File: config.mk
export PLATFORM = sky130hd
export DESIGN_NAME = midi_msg_parser_flat
export DESIGN_NICKNAME = d
export VERILOG_FILES = /design/src/rtl/midi_msg_parser_if.sv /design/src/rtl/midi_msg_parser.sv /design/src/flat_wrapper.sv
export SDC_FILE = /design/constraint.sdc
export NUM_CORES = 1
export LEC_CHECK = 0
export ABC_AREA = 0
export CAP_MARGIN = 20
export CORE_ASPECT_RATIO = 1.75
export CORE_MARGIN = 2
export CORE_UTILIZATION = 45
export DETAILED_ROUTE_END_ITERATION = 6
export DONT_BUFFER_PORTS = 1
export GPL_ROUTABILITY_DRIVEN = 0
export PLACE_DENSITY = 0.72
export SYNTH_ARGS = -nofsm -noshare
export SYNTH_HDL_FRONTEND = slang
export SYNTH_SLANG_ARGS = --single-unit
File: constraint.sdc
create_clock -name clk -period 3.4 [get_ports clk]
set_input_delay 0.17 -clock clk [delete_from_list [all_inputs] [get_ports clk]]
set_output_delay 0.17 -clock clk [all_outputs]
set_load 0.03 [all_outputs]
File: src/rtl/midi_msg_parser_if.sv
`default_nettype none
// ============================================================================
// midi_msg_parser_if : byte input and decoded-event output bundle
// Rev 1.0
// ============================================================================
interface midi_msg_parser_if;
   logic [7:0] rx_byte;
   logic       rx_valid;
   logic       evt_ready;
   logic       evt_valid;
   logic [2:0] evt_type;
   logic [3:0] evt_chan;
   logic [6:0] evt_d1;
   logic [6:0] evt_d2;
   logic       overflow;

   modport master (
      output rx_byte, rx_valid, evt_ready,
      input  evt_valid, evt_type, evt_chan, evt_d1, evt_d2, overflow
   );

   modport slave (
      input  rx_byte, rx_valid, evt_ready,
      output evt_valid, evt_type, evt_chan, evt_d1, evt_d2, overflow
   );
endinterface
`default_nettype wire

File: src/rtl/midi_msg_parser.sv
`default_nettype none
// ============================================================================
// midi_msg_parser : MIDI channel-voice parser with running status and a
//                   single-entry event output register
// Rev 1.0
// ============================================================================
module midi_msg_parser (
   input  wire logic          clk,
   input  wire logic          rst,
   midi_msg_parser_if.slave   bus
);
   localparam logic [1:0] S_IDLE    = 2'd0;
   localparam logic [1:0] S_WAIT_D1 = 2'd1;
   localparam logic [1:0] S_WAIT_D2 = 2'd2;
   localparam logic [1:0] S_SYSEX   = 2'd3;

   logic [1:0] r_state, w_state_nxt;
   logic [7:0] r_status, w_status_nxt;
   logic [6:0] r_d1, w_d1_nxt;

   logic       w_complete;
   logic [6:0] w_d2_fin;
   logic [6:0] w_ev_d1;
   logic [2:0] w_ev_type;
   logic       w_load;
   logic       w_drop;

   logic       r_evt_valid;
   logic [2:0] r_evt_type;
   logic [3:0] r_evt_chan;
   logic [6:0] r_evt_d1;
   logic [6:0] r_evt_d2;
   logic       r_overflow;

   always_ff @(posedge clk) begin
      if (rst) begin
         r_state     <= S_IDLE;
         r_status    <= 8'd0;
         r_d1        <= 7'd0;
         r_evt_valid <= 1'b0;
         r_evt_type  <= 3'd0;
         r_evt_chan  <= 4'd0;
         r_evt_d1    <= 7'd0;
         r_evt_d2    <= 7'd0;
         r_overflow  <= 1'b0;
      end else begin
         r_state  <= w_state_nxt;
         r_status <= w_status_nxt;
         r_d1     <= w_d1_nxt;
         if (w_load) begin
            r_evt_valid <= 1'b1;
            r_evt_type  <= w_ev_type;
            r_evt_chan  <= r_status[3:0];
            r_evt_d1    <= w_ev_d1;
            r_evt_d2    <= w_d2_fin;
         end else if (r_evt_valid && bus.evt_ready) begin
            r_evt_valid <= 1'b0;
         end
         if (w_drop) begin
            r_overflow <= 1'b1;
         end
      end
   end

   // Real-time bytes (0xF8-0xFF) fall through every branch untouched.
   always_comb begin
      w_state_nxt  = r_state;
      w_status_nxt = r_status;
      w_d1_nxt     = r_d1;
      w_complete   = 1'b0;
      w_d2_fin     = 7'd0;
      if (bus.rx_valid) begin
         if (bus.rx_byte[7]) begin
            if (bus.rx_byte < 8'hF0) begin
               w_status_nxt = bus.rx_byte;
               w_state_nxt  = S_WAIT_D1;
            end else if (bus.rx_byte == 8'hF0) begin
               w_status_nxt = 8'd0;
               w_state_nxt  = S_SYSEX;
            end else if (bus.rx_byte <= 8'hF7) begin
               w_status_nxt = 8'd0;
               w_state_nxt  = S_IDLE;
            end
         end else begin
            case (r_state)
               S_WAIT_D1: begin
                  w_d1_nxt = bus.rx_byte[6:0];
                  if (r_status[6:5] == 2'b10) begin
                     w_complete = 1'b1;
                  end else begin
                     w_state_nxt = S_WAIT_D2;
                  end
               end
               S_WAIT_D2: begin
                  w_complete  = 1'b1;
                  w_d2_fin    = bus.rx_byte[6:0];
                  w_state_nxt = S_WAIT_D1;
               end
               default: ;
            endcase
         end
      end
   end

   // One-data-byte messages complete in WAIT_D1, so d1 is the byte in flight.
   always_comb begin
      w_ev_d1   = (r_state == S_WAIT_D1) ? bus.rx_byte[6:0] : r_d1;
      w_ev_type = r_status[6:4];
      if (w_ev_type == 3'd1 && w_d2_fin == 7'd0) begin
         w_ev_type = 3'd0;
      end
      w_load = w_complete && (!r_evt_valid || bus.evt_ready);
      w_drop = w_complete && r_evt_valid && !bus.evt_ready;
   end

   assign bus.evt_valid = r_evt_valid;
   assign bus.evt_type  = r_evt_type;
   assign bus.evt_chan  = r_evt_chan;
   assign bus.evt_d1    = r_evt_d1;
   assign bus.evt_d2    = r_evt_d2;
   assign bus.overflow  = r_overflow;
endmodule
`default_nettype wire

File: src/flat_wrapper.sv
// flat-port wrapper written by rule: the top's interface ports become plain ports
module midi_msg_parser_flat 
  (clk, rst, bus_rx_byte, bus_rx_valid, bus_evt_ready, bus_evt_valid, bus_evt_type, bus_evt_chan, bus_evt_d1, bus_evt_d2, bus_overflow);
  midi_msg_parser_if bus_i ();
  input  wire logic clk;
  input  wire logic rst;
  input wire logic [$bits(bus_i.rx_byte)-1:0] bus_rx_byte;
  input wire logic [$bits(bus_i.rx_valid)-1:0] bus_rx_valid;
  input wire logic [$bits(bus_i.evt_ready)-1:0] bus_evt_ready;
  output wire logic [$bits(bus_i.evt_valid)-1:0] bus_evt_valid;
  output wire logic [$bits(bus_i.evt_type)-1:0] bus_evt_type;
  output wire logic [$bits(bus_i.evt_chan)-1:0] bus_evt_chan;
  output wire logic [$bits(bus_i.evt_d1)-1:0] bus_evt_d1;
  output wire logic [$bits(bus_i.evt_d2)-1:0] bus_evt_d2;
  output wire logic [$bits(bus_i.overflow)-1:0] bus_overflow;
  assign bus_i.rx_byte = bus_rx_byte;
  assign bus_i.rx_valid = bus_rx_valid;
  assign bus_i.evt_ready = bus_evt_ready;
  assign bus_evt_valid = bus_i.evt_valid;
  assign bus_evt_type = bus_i.evt_type;
  assign bus_evt_chan = bus_i.evt_chan;
  assign bus_evt_d1 = bus_i.evt_d1;
  assign bus_evt_d2 = bus_i.evt_d2;
  assign bus_overflow = bus_i.overflow;
  midi_msg_parser u_core (.clk(clk), .rst(rst), .bus(bus_i));
endmodule
---- After elaboration in Yosys (flattened, before gate mapping) ----
Index checks and enable logic that the tools add are counted.
cells by class
  magnitude comparators ................... 2
  equal/unequal tests ..................... 7
  mux-type cells .......................... 20
  reductions and logical operators ........ 15
  bitwise operators ....................... 1
operators by type and width
  operator              number
  $mux W7               7
  $mux W2               5
  $eq A8 B8 Y1 const B  1
  $le A8 B8 Y1 const B  1
  $lt A8 B8 Y1 const B  1
  $logic_not A7 Y1      1
  $reduce_bool A3 Y1    2
  $logic_and A1 B1 Y1   5
  $mux W1               5
  $eq A2 B2 Y1 const B  2
  $ne A4 B1 Y1 const B  1
  $pmux W2 S2           1
  $reduce_and A4 Y1     1
  $eq A3 B1 Y1 const B  1
  $mux W3               1
  $ne A3 B3 Y1 const B  1
  $reduce_and A3 Y1     1
  $eq A2 B1 Y1 const B  1
  $logic_not A1 Y1      2
  $pmux W1 S2           1
  $reduce_and A2 Y1     1
  $reduce_bool A2 Y1    1
  $logic_or A1 B1 Y1    1
  $not A1 Y1            1
storage, ports and cells
  bits in registers ....................... 39
  word-level logic and storage cells ...... 54
  output and inout port bits .............. 23

---- Logic depth before layout (Yosys ltp) ----
  word-level depth ........................ 7
  gate-level depth with buffers ........... 8
  gate-level depth less buffers ........... 6

---- Worst setup path after synthesis ----
No wires, ideal clock.
  path type ............................... flip-flop to flip-flop
  start ................................... register u_core.r_state[0]
  end ..................................... register u_core.r_evt_d2[4], in the netlist u_core.bus.evt_d2[4]
  slack ................................... 1.539 ns
  cell stages (with the launch flop) ...... 8
  library setup time ...................... 0.070 ns
  arrival ................................. 1.791 ns
  period minus slack after synthesis ...... 1.861 ns
  data required time ...................... 3.330 ns
  path through ............................ dfxtp_1 inv_1 ha_1 or3b_4 a211oi_4 buf_6 nand3_1 a21oi_1
on the way
  longest elaborated chain between the ends .. 5
  elaborated cells between the ends (all ways) .. 9
ends and longest elaborated chain
  item                                                 RTL line                RTL
  start: declaration                                   midi_msg_parser.sv:17   logic [1:0] r_state, w_state_nxt;
  start signal: assignment                             midi_msg_parser.sv:47   r_state <= w_state_nxt;
  $eq A2 B2 Y1 / $eq A2 B1 Y1 (equally long branches)  midi_msg_parser.sv:85   case (r_state)
  $pmux W1 S2                                          midi_msg_parser.sv:85
  $mux W1                                              midi_msg_parser.sv:73   if (bus.rx_byte[7]) begin
  $mux W1                                              midi_msg_parser.sv:72   if (bus.rx_valid) begin
  $logic_and A1 B1 Y1                                  midi_msg_parser.sv:112  w_load = w_complete && (!r_evt_valid || bus.evt_ready);
  end signal: assignment                               midi_msg_parser.sv:55   r_evt_d2 <= w_d2_fin;
  end: declaration                                     midi_msg_parser.sv:32   logic [6:0] r_evt_d2;
Several ways; a longest one is shown, not always the timed one.
A chain may end at the register's enable or synchronous reset.

---- Worst setup path in the final report ----
  start ................................... register u_core.r_state[1]
  end ..................................... register u_core.r_evt_d1[4], in the netlist u_core.bus.evt_d1[4]
on the way
  longest elaborated chain between the ends .. 5
  elaborated cells between the ends (all ways) .. 7
ends and longest elaborated chain
  item                                                 RTL line                                       RTL
  $eq A2 B2 Y1 / $eq A2 B1 Y1 (equally long branches)  midi_msg_parser.sv:85, midi_msg_parser.sv:107
  $pmux W1 S2                                          midi_msg_parser.sv:85
  $mux W1                                              midi_msg_parser.sv:73
  $mux W1                                              midi_msg_parser.sv:72
  $logic_and A1 B1 Y1                                  midi_msg_parser.sv:112
  end signal: assignment                               midi_msg_parser.sv:54                          r_evt_d1 <= w_ev_d1;
  end: declaration                                     midi_msg_parser.sv:31                          logic [6:0] r_evt_d1;
Several ways; a longest one is shown, not always the timed one.

==> metrics <==
outcome complete, no violations; critical path, cell by cell inv_1 -> ha_1 -> nand3b_1 -> a211oi_4 -> buf_4 -> nor2_1 -> a211oi_1; Tot GR Track Use between 10% and 20%; number of DRC markers in iteration 0 30; worst hold start bus_rx_byte[5]; RSZ-0062 raised after global routing no; internal power 0.000727 W; I/O Pins 35; number of synthesized flops with an enable pin 0; total detailed-routing wirelength 3.68 mm; Top FF cell, synth dfxtp_1; core footprint 3560 um^2; Required @ worst endpoint 3.60 ns; fin worst setup slack between 0.9 and 1 ns; Post-synth ARST share 0%; critical path peak fanout 17; vias in the first global route 1365; hold depth 2; Synth area leaders dfxtp_1 47%, mux2i_1 8.5%, a21oi_1 7.0%; Worst EP arrival 2.63 ns; antenna violations before repair 0; met2 Use GR 32.1%; most common cell in the synthesized netlist dfxtp_1; placed cell area 1650 um^2; Net count, final 200; post-CTS resize count 0; busiest grt layer met2; relative slew slack 65.7%; pre-CTS setup slack 0.969 ns; Hold Vio Cnt, Final 0; sequential cell area 781 um^2; post-CTS setup repair buffer count 0; P_leak 0.630 nW; # Max-Cap Violations 0; CP max stage delay around 0.55 ns; Hold Crit Class in2reg; number of I/O port buffers 0; first-pass GRT wire length 6.16 mm; Yosys reg bits 39; fmax 0.411 GHz; Initial Util 46.3%; fin. max-slew vios 0; Sequential Power Share 50.9%; Diodes inserted 0; final period utilization 71.5%; DP HPWL 2.65 mm; Reg2Reg Capture Point u_core.bus.evt_d1[4]; Fin Hold WS 0.0314 ns; Clock Latency Late Sink 0.29 ns; Sw Pwr 0.000199 W; via count 1357; Die Ht 84.0 um; Area Growth Syn to Fin 10.0%; Layout Skew approximately 0.0032 ns; overall die width 49.7 um; combinational share of power between 6 and 7%; largest net degree at the start of global routing 40; CP Buf/Inv Count 2; DRT Pass-1 Iters 4; worst-case hold path end point u_core.r_d1[5]; routed vias/inst 5.85; syn nets 201; Routed WL per cell roughly 16 um; post-route DRC violation count 0; cell class contributing the biggest share of worst-path delay compound AO/OA/AOI/OAI gates; fraction of layout cells with a size suffix above 1 roughly 7%; crit path capture type flop; Clock Sinks 39; die area 4180 um^2; Crit path depth 7; CTS clock-pin slew for the worst setup and hold paths 0.08 ns; Sw Share 21.5%; FF-to-FF Start u_core.r_state[1]; met1 Usage GRT between 10% and 20%; FF-to-FF path depth 7; Root Buffer clkbuf_8; R2R Setup Slk just under 1 ns; Worst setup SP type flop; CP max-delay cell a211oi_4; total clock buffers created by CTS 5; Routed Antenna Nets 0; register area share after synthesis 47.4%; footprint of the multi-input gates a little under 800 um^2; pwr dens between 500 and 600 nW/um^2; share of the synthesized area in the top cell type 47.4%; yosys warns 0; H-tree lvl count 2; final worst path period need about 2.4 ns; maximum VDD drop ~0.40 mV; Mapped Avg Cell Area 8.85 um^2; # fillers 364; Synth Instances 186; Std-Cell Rows 29; maximum buffer depth of the clock tree 2; commonest cells in the synthesized netlist 39 x dfxtp_1, 28 x nand2_1, 23 x a21oi_1, 18 x nor2_1, 14 x mux2i_1; Design Area, Final 1810 um^2; synth unique cells 32; total congestion overflow 0; TritonCTS clock tree done; final setup fails 0; Clk pwr share 43.0%; GRT met3 Usage 6.45%; Worst Tran Pin Value 0.513 ns; Setup CP Type reg2reg; Netlist Area Pre-Place 1650 um^2; Fin Setup TNS 0 ns; Synth area leader dfxtp_1
==> final cells by class <==
cell class | instances | share of cell area [%]
Inverter | 4 | 0.829
Sequential cell | 39 | 43.1
Tap cell | 46 | 3.18
Clock inverter | 2 | 1.93
Timing Repair Buffer | 4 | 2.62
Multi-Input combinational cell | 131 | 43.8
Clock buffer | 6 | 4.56
==> repair_timing <==
item | 4_1_cts | 5_1_grt
endpoints found under the hold margin | 39 | 0
setup endpoints to repair | 0 | 0
hold buffers | 3 | 0
==> routing by layer <==
layer | up-vias | share of wire, %
met5 | - | 0
met4 | 0 | 3.9
met3 | 11 | 6.4
met2 | 44 | 52
met1 | 644 | 38
li1 | 658 | -
==> registers in the layout (all words and copies together) (netlist names) <==
signal,flops
u_core.bus.evt_d1,7
u_core.bus.evt_d2,7
u_core.r_d1,7
u_core.r_status,7
u_core.bus.evt_chan,4
u_core.bus.evt_type,3
u_core.r_state,2
u_core.bus.evt_valid,1
u_core.bus.overflow,1
==> layout by cell type, fill, tap and decap left out, types with 2 or more instances in the layout <==
cell,count
nor2_1,18
mux2i_1,14
o31ai_1,2
o211ai_1,2
nand4_1,8
a21oi_1,23
clkbuf_8,6
inv_1,4
a211oi_1,7
dlygate4sd3_1,2
or4_1,4
dfxtp_1,39
nor2b_1,2
ha_1,3
nand2_1,28
nand3_1,6
==> metrics by stage <==
stage          std cells  total power, W  util [%]
4_1_cts              232        0.000929      50.9
3_3_place_gp         221        0.000524      46.5
3_5_place_dp         221        0.000527      46.5
6_report             232        0.000926      50.9
5_1_grt              232        0.000955      50.9
2_1_floorplan        186        0.000528         -
==> worst reg2reg max path: stages (launching register included) <==
cell and delay (ns):
dfxtp_1 0.34, inv_1 0.09, ha_1 0.47, nand3b_1 0.28, a211oi_4 0.55, buf_4 0.31, nor2_1 0.07, a211oi_1 0.23
==> power groups by stage <==
stage	logic (W)	registers [W]	clock network (W)
3_5_place_dp	0.0000453	0.000482	0
6_report	0.0000565	0.000471	0.000398
4_1_cts	0.0000567	0.000471	0.000401
3_3_place_gp	0.0000425	0.000481	0
2_1_floorplan	0.0000475	0.000480	0
5_1_grt	0.0000621	0.000472	0.000421
==> logic make-up (layout without fill, tap and decap cells) <==
kind of cell	after synthesis	in the layout	synth area share, %
AND/OR/NAND/NOR	71	71	20.4
adder cells (fa/ha/maj)	3	3	2.28
multiplexers	14	14	8.51
flip-flops	39	39	47.4
buffers and inverters	16	16	4.41
AO/OA/AOI/OAI	43	43	17.0
==> worst max path at each step <==
| stage | startpoint | to |
|---|---|---|
| after detailed placement | u_core.r_state[1] | u_core.bus.evt_d1[4] |
| final | u_core.r_state[1] | u_core.bus.evt_d1[4] |
| after floorplan | u_core.r_state[0] | u_core.bus.evt_d2[4] |
| after global routing | u_core.r_state[1] | u_core.bus.evt_d1[4] |
| after global placement | u_core.r_state[1] | u_core.bus.evt_d1[2] |
| after CTS | u_core.r_state[1] | u_core.bus.evt_d1[4] |
Note: power is estimated with default switching activity, not from simulation.
